==> config.mk <==
export PLATFORM = sky130hd
export DESIGN_NAME = slice_merge
export DESIGN_NICKNAME = d
export VERILOG_FILES = /design/src/rtl/slice_pkg.sv /design/src/rtl/slice_merge.sv
export SDC_FILE = /design/constraint.sdc
export NUM_CORES = 1
export LEC_CHECK = 0
export ABC_AREA = 1
export CAP_MARGIN = 40
export CELL_PAD_IN_SITES_DETAIL_PLACEMENT = 0
export CELL_PAD_IN_SITES_GLOBAL_PLACEMENT = 1
export CORE_MARGIN = 1
export CORE_UTILIZATION = 29
export DETAILED_ROUTE_END_ITERATION = 16
export PLACE_DENSITY_LB_ADDON = 0.1
export SLEW_MARGIN = 20
export SYNTH_ARGS = -nofsm -noshare
export SYNTH_HDL_FRONTEND = slang
export SYNTH_SLANG_ARGS = --single-unit
==> constraint.sdc <==
create_clock -name clk -period 1.7 [get_ports clk]
set_clock_uncertainty 0.1 [all_clocks]
set_input_delay 0.34 -clock clk [delete_from_list [all_inputs] [get_ports clk]]
set_output_delay 0.34 -clock clk [all_outputs]
set_load 0.05 [all_outputs]
==> src/rtl/slice_pkg.sv <==
// slice_pkg: shared FSM encoding and default geometry for the slice merge/split paths.
package slice_pkg;

    typedef enum logic [1:0] {
        IDLE    = 2'd0,
        COLLECT = 2'd1,
        FULL    = 2'd2
    } state_t;

    localparam int SLICE_W_DEF = 2;
    localparam int SLICES_DEF  = 4;

endpackage

==> src/rtl/slice_merge.sv <==
// slice_merge: packs SLICE_W-bit slices (LSB first) into one SLICES-slice word,
// with in_last ending a word early and a single registered output word buffer.
module slice_merge
    import slice_pkg::*;
#(
    parameter int SLICE_W = SLICE_W_DEF,
    parameter int SLICES  = SLICES_DEF
) (
    input  logic                         clk,
    input  logic                         rst_n,
    input  logic                         in_valid,
    output logic                         in_ready,
    input  logic [SLICE_W-1:0]           in_slice,
    input  logic                         in_last,
    output logic                         out_valid,
    input  logic                         out_ready,
    output logic [SLICE_W*SLICES-1:0]    out_word,
    output logic [$clog2(SLICES+1)-1:0]  out_count
);

    localparam int CW    = $clog2(SLICES);
    localparam int CNT_W = $clog2(SLICES+1);
    localparam logic [CW-1:0] TOP = CW'(SLICES - 1);

    state_t                      r_state;
    state_t                      w_next;
    logic [CW-1:0]               r_cnt;
    logic [SLICE_W*SLICES-1:0]   r_word;
    logic [CNT_W-1:0]            r_count;
    logic                        w_in_fire;
    logic                        w_out_fire;
    logic                        w_done;

    assign in_ready   = (r_state != FULL);
    assign out_valid  = (r_state == FULL);
    assign out_word   = r_word;
    assign out_count  = r_count;
    assign w_in_fire  = in_valid & in_ready;
    assign w_out_fire = out_valid & out_ready;
    // A slice at the top position completes the word whether or not in_last is set.
    assign w_done     = w_in_fire & (in_last | (r_cnt == TOP));

    always_comb begin
        w_next = r_state;
        case (r_state)
            IDLE:    w_next = w_in_fire ? (w_done ? FULL : COLLECT) : IDLE;
            COLLECT: w_next = w_done ? FULL : COLLECT;
            FULL:    w_next = w_out_fire ? IDLE : FULL;
            default: w_next = IDLE;
        endcase
    end

    always_ff @(posedge clk or negedge rst_n) begin
        if (!rst_n) begin
            r_state <= IDLE;
            r_cnt   <= '0;
            r_word  <= '0;
            r_count <= '0;
        end else begin
            r_state <= w_next;
            if (w_out_fire) begin
                r_cnt   <= '0;
                r_word  <= '0;
                r_count <= '0;
            end else if (w_in_fire) begin
                for (int k = 0; k < SLICES; k++)
                    if (r_cnt == CW'(k))
                        r_word[k*SLICE_W +: SLICE_W] <= in_slice;
                if (w_done)
                    r_count <= CNT_W'(r_cnt) + 1'b1;
                else
                    r_cnt <= r_cnt + 1'b1;
            end
        end
    end

endmodule

[Word-level counts from Yosys, hierarchy flattened]
Cells that the tools add are included.
Operators by class
  $add $sub $neg: 2
  multiply operators: 0
  divide/modulo/power cells: 0
  $lt $le $gt $ge: 0
  equality and inequality tests: 7
  shifts and indexed selects: 0
  multiplexer cells: 16
  bitwise logic cells: 4
  reduce and logical (&&, ||, !) cells: 14
Operator list (count)
  $mux W2: 10
  $mux W8: 2
  $reduce_and A2 Y1: 6
  $reduce_bool A2 Y1: 6
  $mux W3: 3
  $eq A2 B2 Y1 const B: 3
  $pmux W2 S3: 1
  $eq A2 B1 Y1 const B: 2
  $logic_not A2 Y1: 2
  $ne A2 B2 Y1 const B: 2
  $add A2 B1 Y3 const B: 1
  $and A1 B1 Y1: 3
  $add A2 B1 Y2 const B: 1
  $or A1 B1 Y1: 1
Storage, ports and cells
  register bits after elaboration: 15
  bits in latches: 0
  bits in writable memories: 0
  memory bits (read-only): 0
  input port bits: 7
  output and inout port bits: 13
  logic and storage cells: 50
  memories kept: 0

[Longest topological paths before layout]
  word-level depth: 6
  mapped depth: 7
  mapped depth without buffers: 7

[Worst setup path before layout]
No wires, ideal clock.
  path kind: flip-flop to output port
  start point: register r_state[0]
  end point: output out_valid
  arrival: 1098 ps
  required time: 1260 ps
  slack: 162 ps
  cell stages (with the launch flop): 4
  path buffers: 0
  path through: dfrtp_1 inv_1 nand2_2 inv_1
On the way
  word-level cells in the longest chain between the ends: 1
Ends and longest elaborated chain
  start, declared: RTL line slice_merge.sv:25  | state_t r_state;
  start signal, assigned: RTL line slice_merge.sv:60  | r_state <= w_next;
  $eq A2 B2 Y1: RTL line slice_merge.sv:35  | assign out_valid = (r_state == FULL);
  end, declared: RTL line slice_merge.sv:15  | output logic out_valid,
Every way passes these cells.

[Final worst setup path]
  start point: register r_state[1]
  end point: output out_valid
Same word-level chain as after synthesis.

==> results by group <==
Run status
  – Status: finished, final reports clean

Finish
  – Fillers: 229
  – Share of cells above drive strength 1: 0.2277
  – Cell Count, Final, Fillers Out: 129
  – Cell area after layout: 1050 um2
  – Syn-to-layout area delta: 50.63%
  – Nets: 113
  – Ant. Diodes: 0

Routing
  – DRC: 0
  – Via-to-Cell Ratio: 4.682
  – Final wirelength: 1489 um
  – Initial DRT Pass Iterations: 2
  – Vias: 604
  – Initial DRC Count: 6
  – Avg WL per Cell: 11.54 um
  – Antenna-violating nets left: 0

Synthesis
  – Commonest cells in the netlist: nand3_1, dfrtp_1, nand2_1, inv_1, o21ai_0
  – Post-synthesis sequential area ratio: 0.5386
  – Seq cells post-synth: 15
  – Synth area leaders: dfrtp_1, nand3_1, nand2_1
  – Area leader, netlist: dfrtp_1
  – Post-synthesis simple-gate area fraction: 0.2496
  – Mux contribution to synthesized area: 0
  – Most used DFF post-synth: dfrtp_1
  – Share of the synthesized area in the top cell type: 0.5386
  – Post-synthesis cell type count: 12
  – Post-Syn Instances: 76
  – Combinational family with the most area after synthesis: simple AND/OR/NAND/NOR gates
  – Syn Area/Cell: 9.170 um2
  – Synthesized area: 696.9 um2
  – Synth Area in Compound Gates: 0.08079
  – Post-synth EDFFs: 0
  – Count leader, synth: nand3_1
  – Adder-cell share of the synthesized area: 0.07181
  – Synth Area in XOR/XNOR: 0
  – FFs w/ async S/R, synth: 1.000
  – Yosys warns: 0
  – Syn_nets: 87

Timing
  – Measured slew at the worst slew-check pin: 0.3214 ns
  – Relative slew margins: 0.7857
  – Final setup TNS: 0 ns
  – Tcrit/Tclk final: 0.9260
  – Final hold violation count: 0
  – Max Freq: 0.6352 GHz
  – RSZ-0062 raised after global routing: no
  – Final Max Slew Viols: 0
  – Final setup vio count: 0
  – Tmin final: 1.574 ns

Power and ir drop
  – Sequential share of power: 0.308
  – Pint: 1.130 mW
  – Sw Share: 0.4726
  – Peak supply drop: 1246 uV
  – Switch Pwr: 1.013 mW
  – Clock power share: 0.097
  – Comb pwr share: 0.595
  – Static Leak: 0.5357 nW
  – PwrDens: 2041 nW/um2
  – Final Total Pwr: 2.143 mW

Global routing
  – Met3 usage: 0.03869
  – Total grt overflow: 0
  – Largest net degree at the start of global routing: 19
  – Global-route wire length before repair: 2656 um
  – Grt met1 use: 0.1873
  – GRT Resource Usage Total: 0.1427
  – GRT busiest layer: met2
  – Vias in the first global route: 578
  – Initial antenna violation count: 0
  – GR Util met2: 0.2083

Clocking
  – CTS tree: yes
  – CTS Root Cell: clkbuf_4
  – Worst-Skew Late Latency: 0.28 ns
  – Total setup buffers inserted after CTS: 0
  – CTS Sinks: 15
  – Clock Tree Buf Depth: 2
  – CTS Buf Count: 3
  – CTS resizes: 0
  – Hold Buf Count CTS: 0
  – H-tree depth: 1
  – Worst-path clk slew: 0.09 ns

Setup path
  – Worst path arrival time: 1.13 ns
  – Worst path slowest cell: dfrtp_1
  – Worst setup EP type: primary output
  – Req. time, crit path: 1.26 ns
  – Crit Path Max Fanout: 9
  – CP Launch Type: register
  – Peak per-stage delay on the critical path: 0.46 ns
  – Setup CP Type: reg2out
  – CP cell instances: nand2_4 > inv_1 > buf_12

Placed design
  – Placed Cells incl. Taps: 125
  – Final GP Congestion: 0.7226
  – Port buffer count: 19
  – Post-Place Cell Area: 1017 um2
  – DP HPWL: 1092 um

Floorplan
  – Initial Utilization: 0.3120
  – Die Y: 51.02 um
  – Die outline area: 2603 um2
  – Core area: 2233 um2
  – IO Pins: 20
  – Die W: 51.02 um
  – Row count: 17

Flow run
  – Max_cap viols: 0

Min path
  – Tightest Hold Check Type: in2async
through the flow:
| step | util | hold WS [ns] | setup WS [ns] |
|---|---|---|---|
| after floorplan | - | -0.05559 | 0.1623 |
| after global placement | 0.4555 | 0.3858 | 0.03930 |
| after detailed placement | 0.4555 | 0.3987 | 0.008358 |
| after CTS | 0.4678 | 0.2623 | 0.04542 |
| after global routing | 0.4700 | 0.2843 | 0.02589 |
| final | 0.4700 | 0.2609 | 0.1257 |
final timing paths:
check,depth (start not counted),startpoint,endpoint,slack [ns]
setup / recovery,3,r_state[1],out_valid,0.13
hold / removal,2,rst_n,out_word[3],0.26
setup reg to reg,7,r_cnt[0],r_cnt[0],0.34
hold reg to reg,2,out_count[2],out_count[2],0.41
max in group asynchronous,2,rst_n,out_count[2],1.06
min in group clk,2,out_count[2],out_count[2],0.41
layout make-up:
cell class | instances | area, um2 | area share
repair buffers | 22 | 292.8 | 0.2789
multi-input cells | 51 | 285.3 | 0.2718
clock buffers | 3 | 22.52 | 0.02145
well taps | 28 | 35.03 | 0.03337
inverters | 9 | 33.78 | 0.03218
flip-flops and latches | 15 | 375.4 | 0.3576
clock inverters | 1 | 5.005 | 0.004768
cell families after synthesis:
| family | count (synthesis) |
|---|---|
| compound gates | 11 |
| fa+ha+maj | 4 |
| buf+inv | 10 |
| flops | 15 |
| simple gates | 36 |
power by group through the flow:
stage | combinational [mW] | sequential (mW) | clock, mW
after global placement | 1.28 | 0.664 | 0
after CTS | 1.29 | 0.661 | 0.215
after global routing | 1.37 | 0.686 | 0.243
after detailed placement | 1.28 | 0.665 | 0
final | 1.28 | 0.660 | 0.207
after floorplan | 0.316 | 1.05 | 0
worst max-delay path: cells and delay by family (launching register included):
kind	cells	cell delay, ns
buffers and inverters	2	0.23
and+or+nand+nor	1	0.16
DFF	1	0.46
layout by cell type (no fill, tap or decap):
cell type and instances:
nand3_1 16, o22ai_1 1, nand2_4 1, dfrtp_1 15, nand4_1 4, a21oi_1 2
clkbuf_4 3, buf_12 9, nand2_1 14, clkdlybuf4s50_1 6, ha_1 4, clkinv_2 1
inv_1 8, o21ai_0 8, inv_2 1, nand3_2 1, buf_4 7
routing by layer:
| layer | vias to the layer above | part of all wire | wire, um |
|---|---|---|---|
| li1 | 308 | - | - |
| met1 | 278 | 0.48 | 721 |
| met2 | 14 | 0.45 | 667 |
| met3 | 4 | 0.052 | 78 |
| met4 | 0 | 0.015 | 22 |
| met5 | - | 0 | 0 |
state kept, by name, indices dropped and copies added (netlist names):
name / count
out_count: 3
out_word: 8
r_cnt: 2
r_state: 2
Note: power is estimated with default switching activity, not from simulation.
